==> src/rtl/axi_perf_pkg.sv <==
`default_nettype none
// axi_perf_pkg: flag bit positions and saturating arithmetic shared by the AXI performance monitor.
// Revision: 1.0
package axi_perf_pkg;

  localparam int FLAG_RD_FULL   = 0;
  localparam int FLAG_WR_FULL   = 1;
  localparam int FLAG_RD_ORPHAN = 2;
  localparam int FLAG_WR_ORPHAN = 3;
  localparam int FLAG_LOST      = 4;
  localparam int NUM_FLAGS      = 5;

  // Adds two unsigned values and clamps the result to the all-ones value of 'width' bits.
  function automatic logic [63:0] sat_add(input logic [63:0] a, input logic [63:0] b,
                                          input int width);
    logic [64:0] sum;
    logic [63:0] lim;
    lim = (width >= 64) ? {64{1'b1}} : ((64'd1 << width) - 64'd1);
    sum = {1'b0, a} + {1'b0, b};
    return (sum > {1'b0, lim}) ? lim : sum[63:0];
  endfunction

endpackage
`default_nettype wire

==> src/rtl/axi_perf_monitor_tracker.sv <==
`default_nettype none
// axi_lat_tracker: outstanding-transaction table for one AXI direction with per-entry age,
// oldest-same-ID completion matching and registered occupancy.  Revision: 1.0
module axi_lat_tracker #(
  parameter int ID_WIDTH  = 4,
  parameter int MAX_OUTST = 8,
  parameter int LAT_WIDTH = 16
) (
  input  logic                         clk,
  input  logic                         rst,
  input  logic                         alloc,
  input  logic [ID_WIDTH-1:0]          alloc_id,
  input  logic                         resp,
  input  logic [ID_WIDTH-1:0]          resp_id,
  output logic                         done,
  output logic                         orphan,
  output logic                         full,
  output logic [LAT_WIDTH-1:0]         latency,
  output logic [$clog2(MAX_OUTST):0]   occupancy
);
  localparam int IDX_W = $clog2(MAX_OUTST);
  localparam int OCC_W = IDX_W + 1;

  logic [MAX_OUTST-1:0] valid, valid_next;
  logic [ID_WIDTH-1:0]  ids  [MAX_OUTST];
  logic [LAT_WIDTH-1:0] ages [MAX_OUTST];
  logic                 have_free, have_match, do_alloc, do_free;
  logic [IDX_W-1:0]     free_idx, match_idx;
  logic [LAT_WIDTH-1:0] match_age;
  logic [OCC_W-1:0]     occ_next;

  // Search uses the registered table only, so a same-cycle free never makes room
  // and a same-cycle allocation is never matched.
  always_comb begin
    have_free = 1'b0;
    free_idx  = '0;
    for (int i = MAX_OUTST - 1; i >= 0; i--) begin
      if (!valid[i]) begin
        have_free = 1'b1;
        free_idx  = IDX_W'(i);
      end
    end
    have_match = 1'b0;
    match_idx  = '0;
    match_age  = '0;
    for (int i = 0; i < MAX_OUTST; i++) begin
      if (valid[i] && ids[i] == resp_id && (!have_match || ages[i] > match_age)) begin
        have_match = 1'b1;
        match_idx  = IDX_W'(i);
        match_age  = ages[i];
      end
    end
  end

  assign do_alloc = alloc && have_free;
  assign do_free  = resp && have_match;
  assign done     = resp;
  assign orphan   = resp && !have_match;
  assign full     = alloc && !have_free;
  assign latency  = !do_free ? '0 : ((&match_age) ? match_age : match_age + LAT_WIDTH'(1));

  always_comb begin
    valid_next = valid;
    if (do_free)  valid_next[match_idx] = 1'b0;
    if (do_alloc) valid_next[free_idx]  = 1'b1;
    occ_next = '0;
    for (int i = 0; i < MAX_OUTST; i++) occ_next = occ_next + OCC_W'(valid_next[i]);
  end

  always_ff @(posedge clk or posedge rst) begin
    if (rst) begin
      valid     <= '0;
      occupancy <= '0;
      for (int i = 0; i < MAX_OUTST; i++) begin
        ids[i]  <= '0;
        ages[i] <= '0;
      end
    end else begin
      valid     <= valid_next;
      occupancy <= occ_next;
      for (int i = 0; i < MAX_OUTST; i++) begin
        if (do_alloc && free_idx == IDX_W'(i)) begin
          ids[i]  <= alloc_id;
          ages[i] <= '0;
        end else if (valid[i] && !(&ages[i])) begin
          ages[i] <= ages[i] + LAT_WIDTH'(1);
        end
      end
    end
  end

endmodule
`default_nettype wire

==> src/rtl/axi_perf_monitor.sv <==
`default_nettype none
// axi_perf_monitor: passive AXI4 snooper producing one windowed latency/throughput record
// per WINDOW_CYCLES over a valid/ready handshake.  Revision: 1.0
module axi_perf_monitor
  import axi_perf_pkg::*;
#(
  parameter int ID_WIDTH      = 4,
  parameter int DATA_WIDTH    = 32,
  parameter int MAX_OUTST     = 8,
  parameter int WINDOW_CYCLES = 1024,
  parameter int CNT_WIDTH     = 32,
  parameter int LAT_WIDTH     = 16
) (
  input  logic                         ACLK,
  input  logic                         ARESET,
  input  logic [ID_WIDTH-1:0]          AWID,
  input  logic                         AWVALID,
  input  logic                         AWREADY,
  input  logic                         WLAST,
  input  logic                         WVALID,
  input  logic                         WREADY,
  input  logic [ID_WIDTH-1:0]          BID,
  input  logic                         BVALID,
  input  logic                         BREADY,
  input  logic [ID_WIDTH-1:0]          ARID,
  input  logic                         ARVALID,
  input  logic                         ARREADY,
  input  logic [ID_WIDTH-1:0]          RID,
  input  logic                         RLAST,
  input  logic                         RVALID,
  input  logic                         RREADY,
  input  logic                         mon_clear,
  input  logic                         stat_ready,
  output logic                         stat_valid,
  output logic [CNT_WIDTH-1:0]         stat_rd_txn,
  output logic [CNT_WIDTH-1:0]         stat_wr_txn,
  output logic [CNT_WIDTH-1:0]         stat_rd_beats,
  output logic [CNT_WIDTH-1:0]         stat_wr_beats,
  output logic [CNT_WIDTH-1:0]         stat_rd_lat_sum,
  output logic [CNT_WIDTH-1:0]         stat_wr_lat_sum,
  output logic [LAT_WIDTH-1:0]         stat_rd_lat_max,
  output logic [LAT_WIDTH-1:0]         stat_wr_lat_max,
  output logic [NUM_FLAGS-1:0]         stat_flags,
  output logic [$clog2(MAX_OUTST):0]   rd_outstanding,
  output logic [$clog2(MAX_OUTST):0]   wr_outstanding
);
  localparam int WIN_W = $clog2(WINDOW_CYCLES);

  typedef struct packed {
    logic [CNT_WIDTH-1:0] rd_txn;
    logic [CNT_WIDTH-1:0] wr_txn;
    logic [CNT_WIDTH-1:0] rd_beats;
    logic [CNT_WIDTH-1:0] wr_beats;
    logic [CNT_WIDTH-1:0] rd_lat_sum;
    logic [CNT_WIDTH-1:0] wr_lat_sum;
    logic [LAT_WIDTH-1:0] rd_lat_max;
    logic [LAT_WIDTH-1:0] wr_lat_max;
    logic [NUM_FLAGS-1:0] flags;
  } stat_rec_t;

  function automatic logic [CNT_WIDTH-1:0] add_cnt(input logic [CNT_WIDTH-1:0] a,
                                                   input logic [CNT_WIDTH-1:0] b);
    return CNT_WIDTH'(sat_add(64'(a), 64'(b), CNT_WIDTH));
  endfunction

  logic                 rd_done, rd_orphan, rd_full, wr_done, wr_orphan, wr_full;
  logic                 rd_hit, wr_hit;
  logic [LAT_WIDTH-1:0] rd_lat, wr_lat;
  stat_rec_t            acc, acc_next, snap, rec;
  logic [WIN_W-1:0]     win_cnt;
  logic                 win_end;
  logic                 unused_ok;

  // Write beats are counted independently of AW, so WLAST and the bus width carry no information here.
  assign unused_ok = ^{WLAST, 32'(DATA_WIDTH)};

  axi_lat_tracker #(.ID_WIDTH(ID_WIDTH), .MAX_OUTST(MAX_OUTST), .LAT_WIDTH(LAT_WIDTH)) u_rd_trk (
    .clk(ACLK), .rst(ARESET),
    .alloc(ARVALID && ARREADY), .alloc_id(ARID),
    .resp(RVALID && RREADY && RLAST), .resp_id(RID),
    .done(rd_done), .orphan(rd_orphan), .full(rd_full), .latency(rd_lat),
    .occupancy(rd_outstanding)
  );

  axi_lat_tracker #(.ID_WIDTH(ID_WIDTH), .MAX_OUTST(MAX_OUTST), .LAT_WIDTH(LAT_WIDTH)) u_wr_trk (
    .clk(ACLK), .rst(ARESET),
    .alloc(AWVALID && AWREADY), .alloc_id(AWID),
    .resp(BVALID && BREADY), .resp_id(BID),
    .done(wr_done), .orphan(wr_orphan), .full(wr_full), .latency(wr_lat),
    .occupancy(wr_outstanding)
  );

  assign rd_hit  = rd_done && !rd_orphan;
  assign wr_hit  = wr_done && !wr_orphan;
  assign win_end = (win_cnt == WIN_W'(WINDOW_CYCLES - 1));

  always_comb begin
    acc_next            = acc;
    acc_next.rd_txn     = add_cnt(acc.rd_txn, CNT_WIDTH'(rd_done));
    acc_next.wr_txn     = add_cnt(acc.wr_txn, CNT_WIDTH'(wr_done));
    acc_next.rd_beats   = add_cnt(acc.rd_beats, CNT_WIDTH'(RVALID && RREADY));
    acc_next.wr_beats   = add_cnt(acc.wr_beats, CNT_WIDTH'(WVALID && WREADY));
    acc_next.rd_lat_sum = rd_hit ? add_cnt(acc.rd_lat_sum, CNT_WIDTH'(rd_lat)) : acc.rd_lat_sum;
    acc_next.wr_lat_sum = wr_hit ? add_cnt(acc.wr_lat_sum, CNT_WIDTH'(wr_lat)) : acc.wr_lat_sum;
    acc_next.rd_lat_max = (rd_hit && rd_lat > acc.rd_lat_max) ? rd_lat : acc.rd_lat_max;
    acc_next.wr_lat_max = (wr_hit && wr_lat > acc.wr_lat_max) ? wr_lat : acc.wr_lat_max;
    acc_next.flags[FLAG_RD_FULL]   = acc.flags[FLAG_RD_FULL]   | rd_full;
    acc_next.flags[FLAG_WR_FULL]   = acc.flags[FLAG_WR_FULL]   | wr_full;
    acc_next.flags[FLAG_RD_ORPHAN] = acc.flags[FLAG_RD_ORPHAN] | rd_orphan;
    acc_next.flags[FLAG_WR_ORPHAN] = acc.flags[FLAG_WR_ORPHAN] | wr_orphan;
    snap                 = acc_next;
    // Lost marks that the record being replaced was never accepted.
    snap.flags[FLAG_LOST] = stat_valid && !stat_ready;
  end

  always_ff @(posedge ACLK or posedge ARESET) begin
    if (ARESET) begin
      win_cnt    <= '0;
      acc        <= '0;
      rec        <= '0;
      stat_valid <= 1'b0;
    end else begin
      if (mon_clear) begin
        win_cnt <= '0;
        acc     <= '0;
      end else if (win_end) begin
        win_cnt <= '0;
        acc     <= '0;
        rec     <= snap;
      end else begin
        win_cnt <= win_cnt + WIN_W'(1);
        acc     <= acc_next;
      end
      if (!mon_clear && win_end) stat_valid <= 1'b1;
      else if (stat_ready)       stat_valid <= 1'b0;
    end
  end

  assign stat_rd_txn     = rec.rd_txn;
  assign stat_wr_txn     = rec.wr_txn;
  assign stat_rd_beats   = rec.rd_beats;
  assign stat_wr_beats   = rec.wr_beats;
  assign stat_rd_lat_sum = rec.rd_lat_sum;
  assign stat_wr_lat_sum = rec.wr_lat_sum;
  assign stat_rd_lat_max = rec.rd_lat_max;
  assign stat_wr_lat_max = rec.wr_lat_max;
  assign stat_flags      = rec.flags;

endmodule
`default_nettype wire

==> config.mk <==
export PLATFORM = sky130hd
export DESIGN_NAME = axi_perf_monitor
export DESIGN_NICKNAME = d
export VERILOG_FILES = /design/src/rtl/axi_perf_pkg.sv /design/src/rtl/axi_perf_monitor_tracker.sv /design/src/rtl/axi_perf_monitor.sv
export SDC_FILE = /design/constraint.sdc
export NUM_CORES = 2
export LEC_CHECK = 0
export CORE_MARGIN = 3
export CORE_UTILIZATION = 45
export CTS_CLUSTER_DIAMETER = 120
export DETAILED_ROUTE_END_ITERATION = 7
export SETUP_SLACK_MARGIN = 0.05
export SYNTH_ARGS = -nofsm -noshare
export SYNTH_HDL_FRONTEND = slang
export SYNTH_SLANG_ARGS = --single-unit
==> constraint.sdc <==
create_clock -name ACLK -period 37.2 [get_ports ACLK]
set_input_delay 11.16 -clock ACLK [delete_from_list [all_inputs] [get_ports ACLK]]
set_output_delay 11.16 -clock ACLK [all_outputs]
set_load 0.01 [all_outputs]
==> results_dict.tcl <==
set metrics [dict create \
    antenna_found_initial 1 \
    dp.cells 7307 \
    dpl.hpwl_um 106300 \
    num_io_pins 270 \
    use_met3 0.02696 \
    htree_levels 3 \
    power_density_mw_per_mm2 72.99 \
    cp_common_cell "a21o_1" \
    r2r_slack_ns 14.06 \
    synth_seq_cells 812 \
    cts_tree "yes" \
    die_w_um 339.8 \
    cts_setup_buffers 0 \
    max_stage_delay_ns 0.85 \
    cts_root_buffer "clkbuf_16" \
    cts_buffer_depth 3 \
    grt_busiest_layer "met2" \
    cp-end-kind "flop" \
    crit_path_max_fanout 23 \
    critical_path_arrival_ns 34.69 \
    critPathLaunchType "primary input" \
    p_sw_mw 1.831 \
    yosys.area.top_type "dfrtp_1" \
    synth.avg_cell_area_um2 8.872 \
    grt_pass1_wl_um 228900 \
    core_area_mm2 0.1098 \
    grt_use_met1 0.3631 \
    synth.distinct_cells 114 \
    power_frac_clock 0.219 \
    timing.rr.end "stat_wr_lat_sum[1]" \
    syn_nets 6003 \
    numCtsBuffers 91 \
    cp_data_required_time_ns 37.82 \
    synth-edff-count 0 \
    place_ws_ns 2.672 \
    wl_per_cell_um 19.15 \
    holdPathEnd "stat_wr_lat_sum[28]" \
    ir_drop_mv 0.04739 \
    synthFlopType "dfrtp_1" \
    max_freq_mhz 29.35 \
    tightestPinTransition_ns 1.135 \
    drv_slew 0 \
    initial_core_util 0.4569 \
    hold_class "flop to flop" \
    cts_resized 0 \
    cap_violations 0 \
    firstDrtPassIters 6 \
    synthesis.area_mm2 0.05015 \
    synth.yosys.seq_area_share 0.4052 \
    postCtsHoldBufs 0 \
    slew_headroom 0.2436 \
    worstHoldStart "stat_wr_lat_sum[28]" \
    syn_inst 5652 \
    vias_per_cell 5.625 \
    min_period_ns 34.07 \
    grt_pass1_vias 40210 \
    final_nets 6275 \
    numClockSinks 812 \
    gr-usage-all-layers 0.2440 \
    die_area_mm2 0.1155 \
    power_frac_comb 0.461 \
    die_h_um 339.8 \
    async_reset_ff_frac 1.000 \
    portBuffers 268 \
    final_util 0.5283 \
    synth_top_area_share 0.4052 \
    finalSetupViolations 0 \
    power_leakage_nw 25.09 \
    met2_usage 0.3789 \
    power_frac_seq 0.320 \
    path_class "primary input to flop" \
    clk_pin_slew_worst_paths_ns 0.06 \
    vias 42020 \
    ant_nets 0 \
    clkLatencyLatePin_ns 0.70 \
    slowest_stage "clkdlybuf4s50_1" \
    intPower_mw 2.401 \
    ff2ff_path_depth 90 \
    status "finished clean" \
    grt_overflow 0 \
    post-route-period-util 0.9158 \
    drt-total-wl_um 143000 \
    setup-tns-final_ns 0 \
    switching_share 0.4327 \
    syn2layout_area_growth_pct 15.63 \
    drcViolationCount 0 \
    stdcell_count 7470 \
    ys_warn_count 0 \
    netlist_top_cells_area "dfrtp_1, ha_1, nor2_1" \
    place_congestion 0.9293 \
    fin_skew_ns 0.05095 \
    layout-drive-gt1-share 0.08226 \
    fin_ws_ns 3.133 \
    critPathLaunch "BID[0]" \
    std_cell_rows 121 \
    drt-initial-drc-count 3077 \
    hold_violations 0 \
    grt_start_max_net_pins 168 \
    rsz0062_at_grt "no" \
    hold_path_depth 2 \
    reg2reg_from "u_wr_trk.valid[0]" \
]
-- how the worst max path moves through the flow --
stage	to	cells after the start	slack, ns
2_1_floorplan	acc[0]	1	3.23
3_3_place_gp	stat_wr_lat_sum[1]	91	2.86
3_5_place_dp	stat_wr_lat_sum[16]	89	2.67
4_1_cts	stat_wr_lat_sum[16]	89	3.34
5_1_grt	stat_rd_lat_max[3]	85	1.36
6_report	stat_wr_lat_sum[1]	91	3.13
-- kinds of logic after synthesis --
family / Yosys count / synth area share
xor+xnor: 390 / 0.06812
fa+ha+maj: 323 / 0.08189
mux: 146 / 0.03111
simple gates: 2331 / 0.2184
compound gates: 1240 / 0.1617
buf+inv: 410 / 0.03358
flops: 812 / 0.4052
-- state kept, by name (all words and copies together), names as in the netlist --
signal	count
u_rd_trk.occupancy	4
stat_rd_beats	32
stat_wr_txn	32
win_cnt	10
stat_wr_lat_max	16
u_wr_trk.ids	32
u_wr_trk.occupancy	4
stat_wr_lat_sum	32
u_rd_trk.valid	8
stat_rd_txn	32
stat_valid	1
u_rd_trk.ages	128
u_rd_trk.ids	32
stat_rd_lat_sum	32
stat_flags	5
acc	228
stat_rd_lat_max	16
u_wr_trk.valid	8
stat_wr_beats	32
u_wr_trk.ages	128
-- synth_stat cells (all sizes together) (79+ instances only) --
| cell type | instances |
|---|---|
| clkbuf | 174 |
| inv | 169 |
| nor2 | 818 |
| o21ai | 402 |
| and3 | 113 |
| nand4 | 117 |
| mux2 | 79 |
| xor2 | 183 |
| xnor2 | 207 |
| nor3 | 108 |
| nand3 | 198 |
| ha | 309 |
| dfrtp | 812 |
| a21oi | 275 |
| nand2 | 620 |
| or3 | 80 |
-- cell usage in the layout (no fill, tap or decap), drive strengths merged, types with 14 or more instances in the layout --
cell type	instances
buf	152
o21bai	14
a31oi	74
clkbuf	125
xor2	183
a221oi	23
o21a	55
nand4	117
nor4	36
o31ai	37
or2	21
nor3b	18
nor2	818
or3	80
mux2	79
ha	309
o311ai	16
nand2b	33
clkinv	25
nand2	620
a21oi	275
o211a	18
and2	68
dfrtp	812
a22oi	17
a211oi	44
clkdlybuf4s50	268
a21boi	28
xnor2	207
o211ai	23
mux2i	67
nand3	198
o22ai	17
nor2b	47
and4	27
nor3	108
a21o	67
o21ai	402
inv	169
and3	113
-- per-layer routing --
metal | up-vias | wire length [um]
li1 | 20520 | -
met1 | 20290 | 69180
met2 | 1040 | 63270
met3 | 167 | 7390
met4 | 0 | 3188
met5 | - | 0
-- layout make-up --
| type | instances | area (um^2) |
|---|---|---|
| Sequential cell | 812 | 20320 |
| Fill cell | 10320 | 51780 |
| Antenna cell | 1 | 2.502 |
| Inverter | 169 | 641.9 |
| Timing Repair Buffer | 420 | 3874 |
| Clock inverter | 37 | 526.8 |
| Tap cell | 1476 | 1847 |
| Clock buffer | 125 | 2565 |
| Multi-Input combinational cell | 4430 | 28210 |
-- critical path: cells and delay by family --
family	cells	cell delay, ns
buf+inv	10	2.38
simple gates	22	5.26
compound gates	47	12.28
mux	1	0.38
fa+ha+maj	10	3.01
xor+xnor	1	0.19
-- power groups by stage --
stage	combinational, mW	sequential, mW	clock [mW]
2_1_floorplan	1.43	1.25	0
3_3_place_gp	1.89	1.36	0
3_5_place_dp	1.92	1.36	0
4_1_cts	1.94	1.35	0.950
5_1_grt	2.20	1.38	0.987
6_report	1.95	1.36	0.927
-- stage by stage --
stage	power (mW)	instance area (um^2)	hold slack, ns
after floorplan	2.687	50150	0.4552
after global placement	3.244	54890	0.4598
after detailed placement	3.283	54890	0.4689
after CTS	4.235	57980	0.4820
after global routing	4.572	57980	0.4994
final	4.232	57980	0.4734
No activity file was read; power rests on OpenSTA's default activity.
